`config.mk`:
```
export PLATFORM = sky130hd
export DESIGN_NAME = orientation_histogram
export DESIGN_NICKNAME = d
export VERILOG_FILES = /design/src/rtl/sift_pkg.sv /design/src/rtl/grad_binner.sv /design/src/rtl/orientation_histogram.sv
export SDC_FILE = /design/constraint.sdc
export NUM_CORES = 1
export LEC_CHECK = 0
export BUFFER_PORTS_ARGS = -buffer_cell sky130_fd_sc_hd__buf_2
export CELL_PAD_IN_SITES_DETAIL_PLACEMENT = 0
export CELL_PAD_IN_SITES_GLOBAL_PLACEMENT = 1
export CORE_AREA = 10 10 187 189
export CTS_CLUSTER_DIAMETER = 50
export CTS_CLUSTER_SIZE = 8
export DETAILED_ROUTE_END_ITERATION = 8
export DIE_AREA = 0 0 197 199
export PLACE_DENSITY_LB_ADDON = 0.1
export SETUP_SLACK_MARGIN = 0.05
export SLEW_MARGIN = 20
export SYNTH_ARGS = -nofsm -noshare
export SYNTH_HDL_FRONTEND = slang
export SYNTH_HIERARCHICAL = 1
export SYNTH_SLANG_ARGS = --single-unit
export TNS_END_PERCENT = 50
```
`constraint.sdc`:
```
create_clock -name clk_in -period 14.5 [get_ports clk_in]
set_input_delay 1.45 -clock clk_in [delete_from_list [all_inputs] [get_ports clk_in]]
set_output_delay 1.45 -clock clk_in [all_outputs]
set_load 0.01 [all_outputs]
```
`src/rtl/sift_pkg.sv`:
```
// Types and constants shared by the SIFT orientation stages.
package sift_pkg;

  localparam int unsigned NUM_BINS = 8;

  typedef logic [2:0] bin_t;

  typedef enum logic [2:0] {
    IDLE,
    READ,
    DRAIN,
    OUTPUT,
    DONE
  } hist_state_t;

endpackage

```
`src/rtl/grad_binner.sv`:
```
// Per-pixel L1 gradient magnitude and octant bin, one registered stage.
module grad_binner
  import sift_pkg::*;
#(
  parameter int unsigned BIT_DEPTH = 8
) (
  input  logic               i_clk,
  input  logic               i_rst,
  input  logic [BIT_DEPTH:0] i_dx,
  input  logic [BIT_DEPTH:0] i_dy,
  output logic [2:0]         o_bin,
  output logic [BIT_DEPTH+1:0] o_mag
);

  localparam logic [BIT_DEPTH:0] One = {{BIT_DEPTH{1'b0}}, 1'b1};

  logic               w_sx;
  logic               w_sy;
  logic [BIT_DEPTH:0] w_ax;
  logic [BIT_DEPTH:0] w_ay;
  logic               w_x_gt;
  logic               w_y_ge;
  logic [BIT_DEPTH+1:0] w_mag;
  bin_t               w_bin;
  bin_t               r_bin;
  logic [BIT_DEPTH+1:0] r_mag;

  assign w_sx = i_dx[BIT_DEPTH];
  assign w_sy = i_dy[BIT_DEPTH];

  // The most negative value negates to itself, which read unsigned is its true magnitude.
  assign w_ax = w_sx ? (~i_dx + One) : i_dx;
  assign w_ay = w_sy ? (~i_dy + One) : i_dy;

  assign w_x_gt = w_ax > w_ay;
  assign w_y_ge = w_ay >= w_ax;
  assign w_mag  = {1'b0, w_ax} + {1'b0, w_ay};

  always_comb begin
    w_bin = 3'd0;
    unique case ({w_sx, w_sy})
      2'b00:   w_bin = w_x_gt ? 3'd0 : 3'd1;
      2'b10:   w_bin = w_y_ge ? 3'd2 : 3'd3;
      2'b11:   w_bin = w_x_gt ? 3'd4 : 3'd5;
      default: w_bin = w_y_ge ? 3'd6 : 3'd7;
    endcase
  end

  always_ff @(posedge i_clk or posedge i_rst) begin
    if (i_rst) begin
      r_bin <= '0;
      r_mag <= '0;
    end else begin
      r_bin <= w_bin;
      r_mag <= w_mag;
    end
  end

  assign o_bin = r_bin;
  assign o_mag = r_mag;

endmodule

```
`src/rtl/orientation_histogram.sv`:
```
// Reads a clamped window of gradients around a keypoint and streams out an
// 8-bin magnitude-weighted orientation histogram.
module orientation_histogram
  import sift_pkg::*;
#(
  parameter int unsigned BIT_DEPTH = 8,
  parameter int unsigned WIDTH     = 64,
  parameter int unsigned HEIGHT    = 64,
  parameter int unsigned WINDOW    = 8
) (
  input  logic                                      clk_in,
  input  logic                                      rst_in,
  input  logic                                      start_in,
  input  logic [$clog2(WIDTH)-1:0]                  key_x,
  input  logic [$clog2(HEIGHT)-1:0]                 key_y,
  output logic [$clog2(WIDTH*HEIGHT)-1:0]           ext_read_addr,
  output logic                                      ext_read_addr_valid,
  input  logic [BIT_DEPTH:0]                        x_pixel_in,
  input  logic [BIT_DEPTH:0]                        y_pixel_in,
  output logic [2:0]                                bin_index,
  output logic [BIT_DEPTH+1+$clog2(WINDOW*WINDOW):0] bin_value,
  output logic                                      bin_valid,
  output logic                                      busy,
  output logic                                      hist_done
);

  localparam int unsigned XW       = $clog2(WIDTH);
  localparam int unsigned YW       = $clog2(HEIGHT);
  localparam int unsigned AW       = $clog2(WIDTH * HEIGHT);
  localparam int unsigned WW       = $clog2(WINDOW);
  localparam int unsigned MW       = BIT_DEPTH + 2;
  localparam int unsigned AccW     = BIT_DEPTH + 2 + $clog2(WINDOW * WINDOW);
  localparam int unsigned Half     = WINDOW / 2;
  localparam logic [2:0]  DrainEnd = 3'd2;
  localparam logic [2:0]  OutEnd   = 3'(NUM_BINS - 1);
  localparam logic [WW-1:0] WinEnd = WW'(WINDOW - 1);

  hist_state_t r_state;
  hist_state_t w_state_next;

  logic [XW-1:0]   r_key_x;
  logic [YW-1:0]   r_key_y;
  logic [WW-1:0]   r_wx;
  logic [WW-1:0]   r_wy;
  logic [2:0]      r_cnt;
  logic [2:0]      r_vld;
  logic [AccW-1:0] r_acc [NUM_BINS];

  logic            w_start;
  logic            w_win_last;
  logic [XW+1:0]   w_sum_x;
  logic [XW+1:0]   w_off_x;
  logic [YW+1:0]   w_sum_y;
  logic [YW+1:0]   w_off_y;
  logic [XW-1:0]   w_cx;
  logic [YW-1:0]   w_cy;
  logic [AW-1:0]   w_addr;
  bin_t            w_bin;
  logic [MW-1:0]   w_mag;

  assign w_start    = (r_state == IDLE) && start_in;
  assign w_win_last = (r_wx == WinEnd) && (r_wy == WinEnd);

  always_comb begin
    w_state_next = r_state;
    unique case (r_state)
      IDLE:    if (start_in) w_state_next = READ;
      READ:    if (w_win_last) w_state_next = DRAIN;
      DRAIN:   if (r_cnt == DrainEnd) w_state_next = OUTPUT;
      OUTPUT:  if (r_cnt == OutEnd) w_state_next = DONE;
      DONE:    w_state_next = IDLE;
      default: w_state_next = IDLE;
    endcase
  end

  always_ff @(posedge clk_in or posedge rst_in) begin
    if (rst_in) begin
      r_state <= IDLE;
      r_key_x <= '0;
      r_key_y <= '0;
      r_wx    <= '0;
      r_wy    <= '0;
      r_cnt   <= '0;
      r_vld   <= '0;
    end else begin
      r_state <= w_state_next;
      if (w_start) begin
        r_key_x <= key_x;
        r_key_y <= key_y;
        r_wx    <= '0;
        r_wy    <= '0;
      end else if (r_state == READ) begin
        r_wx <= r_wx + 1'b1;
        if (r_wx == WinEnd) r_wy <= r_wy + 1'b1;
      end
      if (r_state != w_state_next) begin
        r_cnt <= '0;
      end else if ((r_state == DRAIN) || (r_state == OUTPUT)) begin
        r_cnt <= r_cnt + 1'b1;
      end
      // Two BRAM stages plus the binner stage; reset drops anything in flight.
      r_vld <= {r_vld[1:0], r_state == READ};
    end
  end

  // Window origin is key - WINDOW/2; each axis is clamped to the image for border replication.
  always_comb begin
    w_sum_x = {2'b00, r_key_x} + (XW + 2)'(r_wx);
    w_off_x = w_sum_x - (XW + 2)'(Half);
    w_cx    = '0;
    if (w_sum_x < (XW + 2)'(Half)) begin
      w_cx = '0;
    end else if (w_off_x > (XW + 2)'(WIDTH - 1)) begin
      w_cx = XW'(WIDTH - 1);
    end else begin
      w_cx = w_off_x[XW-1:0];
    end

    w_sum_y = {2'b00, r_key_y} + (YW + 2)'(r_wy);
    w_off_y = w_sum_y - (YW + 2)'(Half);
    w_cy    = '0;
    if (w_sum_y < (YW + 2)'(Half)) begin
      w_cy = '0;
    end else if (w_off_y > (YW + 2)'(HEIGHT - 1)) begin
      w_cy = YW'(HEIGHT - 1);
    end else begin
      w_cy = w_off_y[YW-1:0];
    end

    w_addr = AW'(w_cy) * AW'(WIDTH) + AW'(w_cx);
  end

  grad_binner #(
    .BIT_DEPTH (BIT_DEPTH)
  ) u_grad_binner (
    .i_clk (clk_in),
    .i_rst (rst_in),
    .i_dx  (x_pixel_in),
    .i_dy  (y_pixel_in),
    .o_bin (w_bin),
    .o_mag (w_mag)
  );

  always_ff @(posedge clk_in or posedge rst_in) begin
    if (rst_in) begin
      for (int i = 0; i < NUM_BINS; i++) r_acc[i] <= '0;
    end else if (w_start) begin
      for (int i = 0; i < NUM_BINS; i++) r_acc[i] <= '0;
    end else if (r_vld[2]) begin
      r_acc[w_bin] <= r_acc[w_bin] + AccW'(w_mag);
    end
  end

  assign ext_read_addr_valid = (r_state == READ);
  assign ext_read_addr       = ext_read_addr_valid ? w_addr : '0;
  assign bin_valid           = (r_state == OUTPUT);
  assign bin_index           = bin_valid ? r_cnt : 3'd0;
  assign bin_value           = bin_valid ? r_acc[r_cnt] : '0;
  assign busy                = (r_state == READ) || (r_state == DRAIN) || (r_state == OUTPUT);
  assign hist_done           = (r_state == DONE);

endmodule

```
Yosys cells after proc, flatten, opt, wreduce, memory -nomap -nowiden
Cells that the tools add are included.

operators by class
  magnitude comparators = 9
  add/subtract/negate cells = 12
  multiply operators = 0
  bitwise operators = 4
  muxes and demuxes = 37
  eq/ne operators = 11
  div/mod/pow operators = 0
  reductions and logical operators = 13
  shifts and indexed selects = 0

operators by type and width
  operator                                                                         number
  128-bit 2-to-1 mux                                                               2
  128-bit bitwise mux                                                              1
  16-bit binary-select mux with 3-bit select                                       2
  16-bit 2-to-1 mux                                                                6
  16-bit demux with 3-bit select                                                   1
  3-bit 2-to-1 mux                                                                 12
  6-bit 2-to-1 mux                                                                 4
  9-bit by 1-bit adder with 9-bit output, second input constant                    2
  9-bit 2-to-1 mux                                                                 2
  9-bit NOT                                                                        2
  16-bit by 10-bit adder with 16-bit output                                        1
  8-bit by 6-bit greater-than comparator with 1-bit output, second input constant  2
  7-bit by 3-bit subtractor with 8-bit output, second input constant               2
  6-bit by 3-bit adder with 7-bit output                                           2
  7-bit by 3-bit less-than comparator with 1-bit output, second input constant     2
  12-bit by 6-bit adder with 12-bit output                                         1
  3-bit == test, second input constant                                             4
  12-bit 2-to-1 mux                                                                1
  3-bit one-hot mux with 4 select lines                                            1
  9-bit by 9-bit adder with 10-bit output                                          1
  3-bit by 1-bit adder with 3-bit output, second input constant                    3
  3-bit by 2-bit == test with 1-bit output, second input constant                  3
  9-bit >= comparator                                                              1
  9-bit greater-than comparator                                                    1
  14 further kinds                                                                 27

word-level totals
  bits in latches = 0
  register bits = 168
  ROM bits = 0
  RAM bits = 0
  bits of input ports = 33
  output and inout bits = 35
  memories kept = 0

Longest topological paths before layout
  depth after elaboration = 8
  gate-level depth with buffers = 17
  depth with buffers taken out = 12

Hierarchy
Netlist, hierarchy kept.

modules (own cells, without submodules)
  module                 cells each  sequential area each (um2)  instances  area each (um2)
  orientation_histogram  1081        3878.7                      1          9825.7
  grad_binner            149         325.3                       1          1312.5

Least setup slack after synthesis
No wires, ideal clock.

  path type = flip-flop to flip-flop
  start = reg u_grad_binner.r_bin[2], in the netlist u_grad_binner/o_bin[2]
  end = reg r_acc[108] (netlist bit)
  cell stages (with the launch flop) = 16
  slack = 10.751 ns
  data arrival time = 3.610 ns
  clock period less this slack = 3.749 ns
  library setup time = 0.139 ns
  buffers on the path = 4
  cell sequence = dfrtp_1 -> buf_6 -> buf_8 -> buf_4 -> buf_2 -> mux2_2 -> a221oi_1 -> o22ai_1 -> ha_1 -> fa_1 -> a21o_1 -> a221oi_2 -> nor3_1 -> o21ai_0 -> xor2_1 -> o21ai_0

between the ends
  word-level cells in the longest chain between the ends = 8

RTL lines
  item                                                                                         RTL line                      source
  start: declaration                                                                           grad_binner.sv:25             bin_t r_bin;
  start signal: assignment                                                                     grad_binner.sv:54             r_bin <= w_bin;
  3-bit NOT with 4-bit output (not written as such) (*)                                        orientation_histogram.sv:150  r_acc[w_bin] <= r_acc[w_bin] + AccW'(w_mag);
  16-bit binary-select mux with 3-bit select, or another cell as far along                     orientation_histogram.sv:150
  16-bit 2-to-1 mux (not written as such) or 1-bit logical AND (tied branches)                 orientation_histogram.sv:150
  16-bit 2-to-1 mux (not written as such)                                                      orientation_histogram.sv:150
  16-bit by 10-bit adder with 16-bit output or 16-bit demux with 3-bit select (tied branches)  orientation_histogram.sv:150
  128-bit bitwise mux (*)                                                                      orientation_histogram.sv:150
  128-bit 2-to-1 mux (*)                                                                       orientation_histogram.sv:149  end else if (r_vld[2]) begin
  128-bit 2-to-1 mux (*)                                                                       orientation_histogram.sv:147  end else if (w_start) begin
  end signal: indexed assignment                                                               orientation_histogram.sv:150
  end: declaration                                                                             orientation_histogram.sv:47   logic [AccW-1:0] r_acc [NUM_BINS];

Every way passes the cells marked *; elsewhere a longest branch is shown, timed or not. The select of a mux whose other input is x is not followed.
A chain may end at the register's enable or synchronous reset.

Worst setup path after layout
  start = reg r_wx[0]
  end = out ext_read_addr[4]

between the ends
  word-level cells in the longest chain between the ends = 7

RTL lines
  item                                                      RTL line                      source
  start: declaration                                        orientation_histogram.sv:43   logic [WW-1:0] r_wx;
  start signal: assignment                                  orientation_histogram.sv:93   r_wx <= r_wx + 1'b1;
  6-bit by 3-bit adder with 7-bit output (*)                orientation_histogram.sv:108  w_sum_x = {2'b00, r_key_x} + (XW + 2)'(r_wx);
  7-bit by 3-bit subtractor with 8-bit output               orientation_histogram.sv:109  w_off_x = w_sum_x - (XW + 2)'(Half);
  8-bit by 6-bit greater-than comparator with 1-bit output  orientation_histogram.sv:113  end else if (w_off_x > (XW + 2)'(WIDTH - 1)) begin
  6-bit 2-to-1 mux                                          orientation_histogram.sv:113
  6-bit 2-to-1 mux (*)                                      orientation_histogram.sv:111  if (w_sum_x < (XW + 2)'(Half)) begin
  12-bit by 6-bit adder with 12-bit output (*)              orientation_histogram.sv:130  w_addr = AW'(w_cy) * AW'(WIDTH) + AW'(w_cx);
  12-bit 2-to-1 mux (*)                                     orientation_histogram.sv:155  assign ext_read_addr = ext_read_addr_valid ? w_addr : '0;
  end: declaration                                          orientation_histogram.sv:16   output logic [$clog2(WIDTH*HEIGHT)-1:0] ext_read_addr,

Every way passes the cells marked *; elsewhere a longest branch is shown, timed or not.

==> reports/results.ini <==
[drt]
wl_per_cell_um=22.0
detail_route.vias_per_cell=5.56
drtPass1Iterations=5
post-route-drc-count=0
postRouteAntennaNets=0
vias=9320
routed_wl_um=36900
drtIter0Drc=705

[power_and_ir_drop]
power.density_nw_per_um2=215
power_mw=2.66
static-leakage-power_nw=5.45
vdd_drop_max_mv=0.0759

[sta]
final_min_period_over_clock_period_pct=31.2
final_hold_viol_count=0
setup_viol=0
headroom_to_the_max_slew_limit_pct=35.2
unrepaired_setup_endpoints_after_global_routing=no
drv_slew=0
fin_setup_tns_ns=0
timing.final.crit_period_ns=4.53
hold-worst-slack_ns=0.357
final.setup.worst_slack_ns=9.97
finClkSkew_ns=0.0132
clock.fmax_ghz=0.221
worst_pin_slew_ns=0.965

[hold_path]
worst_hold_check_path_type=reg2reg

[final_layout]
ff_latch_area_um2=4210
num-nets-final=1347
fin_cells=1677
insertedDiodeCount=0
fillers=3212
areaGrowthSynthToFinish_pct=11.4
area_used_by_multi_input_combinational_logic_um2=6410
finish.utilization_pct=39.7
final_layout_size_suffix_gt1_share_pct=16.3
final_cell_area_um2=12400

[synthesis]
post_synth.cell_area_avg_um2=9.06
synth-compound-area-share_pct=15.2
synth_edf_count=0
share_of_synthesized_area_spent_on_multiplexers_pct=12.9
synth_nets=1315
synth_area_leaders=dfrtp_1, mux4_2, nand2_1
yosys.area_share.xor_xnor_pct=3.22
synth_top_area_share_pct=37.7
synth_top_family_by_area=simple AND/OR/NAND/NOR gates
synth-seq-area-share_pct=37.7
synth.lib_cells_used.distinct=68
synth_simple_gate_area_share_pct=19.9
ys.flop_type=dfrtp_1
synth_adder_area_share_pct=6.20
share_of_synthesized_flip_flops_with_an_asynchronous_set_or_reset_pct=100
synthesis.area_um2=11100
synth.largest_area_cell=dfrtp_1
synthCells=1230
ys.warnings.count=6
synth_seq_cells=168

[floorplan]
fp-row-count=65
initial_standard_cell_utilization_of_the_core_pct=35.7
fp.dieArea_um2=39200
die_height_um=199
design.portCount=68
core_area_um2=31200
chipWidth_um=197

[clock_network]
cts_buffer_depth=2
ctsHoldBuffers=0
resized_after_cts=0
tritoncts=built
path_clk_slew_ns=0.08
clock_latency_on_the_worst_skew_pair_ns=0.43
h_tree_levels=4
clkSinkCount=168
post_cts_buffers=0
ctsRootBufferMaster=clkbuf_16
tritoncts_buffers=17

[grt]
globalRouteOverflowTotal=0
grtUsageTotal_pct=19.0
grt_max_degree=65
grt_antenna_before_repair=0
global_route_wire_length_before_repair_um=57600
vias_in_the_first_global_route=9218

[setup_path]
worst-endpoint-arrival_ns=3.08
endpoint_kind=primary output
critical-path-top-delay-family=adder cells
cp_num_buf_inv=2
crit_path_max_incr_delay_ns=0.43
crit_type=reg2out
worst_setup_path_start_kind=register
crit_path_max_fanout=5
timing.critical_path.slowest_stage_cell=fa_1
crit_required_ns=13.05
worstPathCellList=ha_1 > inv_1 > fa_1 > xnor2_1 > o21ba_2 > o21ai_0 > and2_1 > or2_2 > a21oi_1 > buf_2

[placed_design]
gp_congestion=0.853
placed_area_um2=11800
placement.io_buffers=67
dpl.cell_count=1645
dpl_worst_slack_ns=10.19
dp_hpwl_um=25000

[run_status]
run_status=completed

[job]
drv.max_cap_violation_count=0

final cells by class:
type | count | area share (%)
timing repair buffer | 87 | 3.91
clock buffer | 18 | 3.46
inverter | 43 | 1.34
multi-input combinational | 945 | 51.7
tap | 402 | 4.05
sequential | 168 | 33.9
clock inverter | 14 | 1.67
cell usage in the layout, fill, tap and decap left out, types with 6 or more instances in the layout:
cell | Yosys | final
a211o_1 | 14 | 14
a211oi_1 | 29 | 29
a21o_1 | 12 | 12
a21oi_1 | 100 | 100
a221oi_1 | 16 | 16
a22oi_1 | 6 | 6
and2_1 | 6 | 6
buf_2 | 17 | 67
buf_4 | 4 | 20
clkbuf_16 | 0 | 17
dfrtp_1 | 168 | 165
ha_1 | 48 | 48
inv_1 | 38 | 37
inv_6 | 0 | 6
mux2_2 | 14 | 14
mux2i_1 | 27 | 27
mux4_2 | 44 | 44
nand2_1 | 251 | 251
nand2b_1 | 10 | 10
nand3_1 | 51 | 51
nand4_1 | 6 | 6
nor2_1 | 102 | 102
nor2b_1 | 10 | 10
nor3_1 | 8 | 7
nor3_2 | 5 | 6
o211ai_1 | 11 | 11
o21ai_0 | 38 | 38
o21ai_1 | 13 | 13
o22ai_1 | 6 | 6
or3_1 | 11 | 11
xnor2_1 | 33 | 33
xor2_1 | 8 | 8
synth_stat cells, types with 4 or more instances:
cell	number
a211o_1	14
a211oi_1	29
a21o_1	12
a21oi_1	100
a221oi_1	16
a22oi_1	6
and2_1	6
and3_1	5
buf_2	17
buf_4	4
buf_6	6
clkbuf_1	43
dfrtp_1	168
fa_1	4
ha_1	48
inv_1	38
mux2_2	14
mux2i_1	27
mux4_2	44
nand2_1	251
nand2b_1	10
nand3_1	51
nand3b_1	5
nand4_1	6
nor2_1	102
nor2b_1	10
nor3_1	8
nor3_2	5
nor3b_1	4
o211ai_1	11
o21ai_0	38
o21ai_1	13
o22ai_1	6
o31ai_1	5
or3_1	11
xnor2_1	33
xor2_1	8
cells by family (layout without fill, tap and decap cells):
kind of cell	after synthesis	count (layout)
buffers and inverters	117	162
adders and majority gates	53	53
xor gates and xnor gates	41	41
DFF	168	168
muxes	86	86
AOI/OAI and AO/OA	269	269
and+or+nand+nor	496	496
state kept, by name, indices dropped and copies added (netlist names):
signal	flops
r_acc	128
r_cnt	3
r_key_x	6
r_key_y	6
r_state	3
r_vld	3
r_wx	3
r_wy	3
u_grad_binner/o_bin	3
u_grad_binner/o_mag	10
report_power, final:
part	switching (mW)	internal (mW)	total (mW)
Sequential	0.173	0.649	0.823
Clock	0.216	0.294	0.510
Combinational	0.802	0.528	1.33
routing by layer:
| metal | global-route usage, % | vias to the layer above | routed length, µm |
|---|---|---|---|
| met5 | 0 | - | 0 |
| met4 | 5.55 | 0 | 740 |
| met1 | 26.5 | 4639 | 17600 |
| li1 | - | 4410 | - |
| met2 | 30.2 | 235 | 17000 |
| met3 | 2.53 | 36 | 1560 |
worst paths after layout:
check                                       start               end  slack (ns)  depth (start not counted)
min in group asynchronous                  rst_in        r_acc[125]        0.99                          2
max in group asynchronous                  rst_in          r_acc[0]       12.29                          3
min reg2reg                              r_vld[0]          r_vld[1]        0.36                          0
max                                       r_wx[0]  ext_read_addr[4]        9.97                         10
max reg2reg                u_grad_binner/o_bin[2]         r_acc[45]       10.01                         12
min                                      r_vld[0]          r_vld[1]        0.36                          0
(Power assumes the default switching activity.)
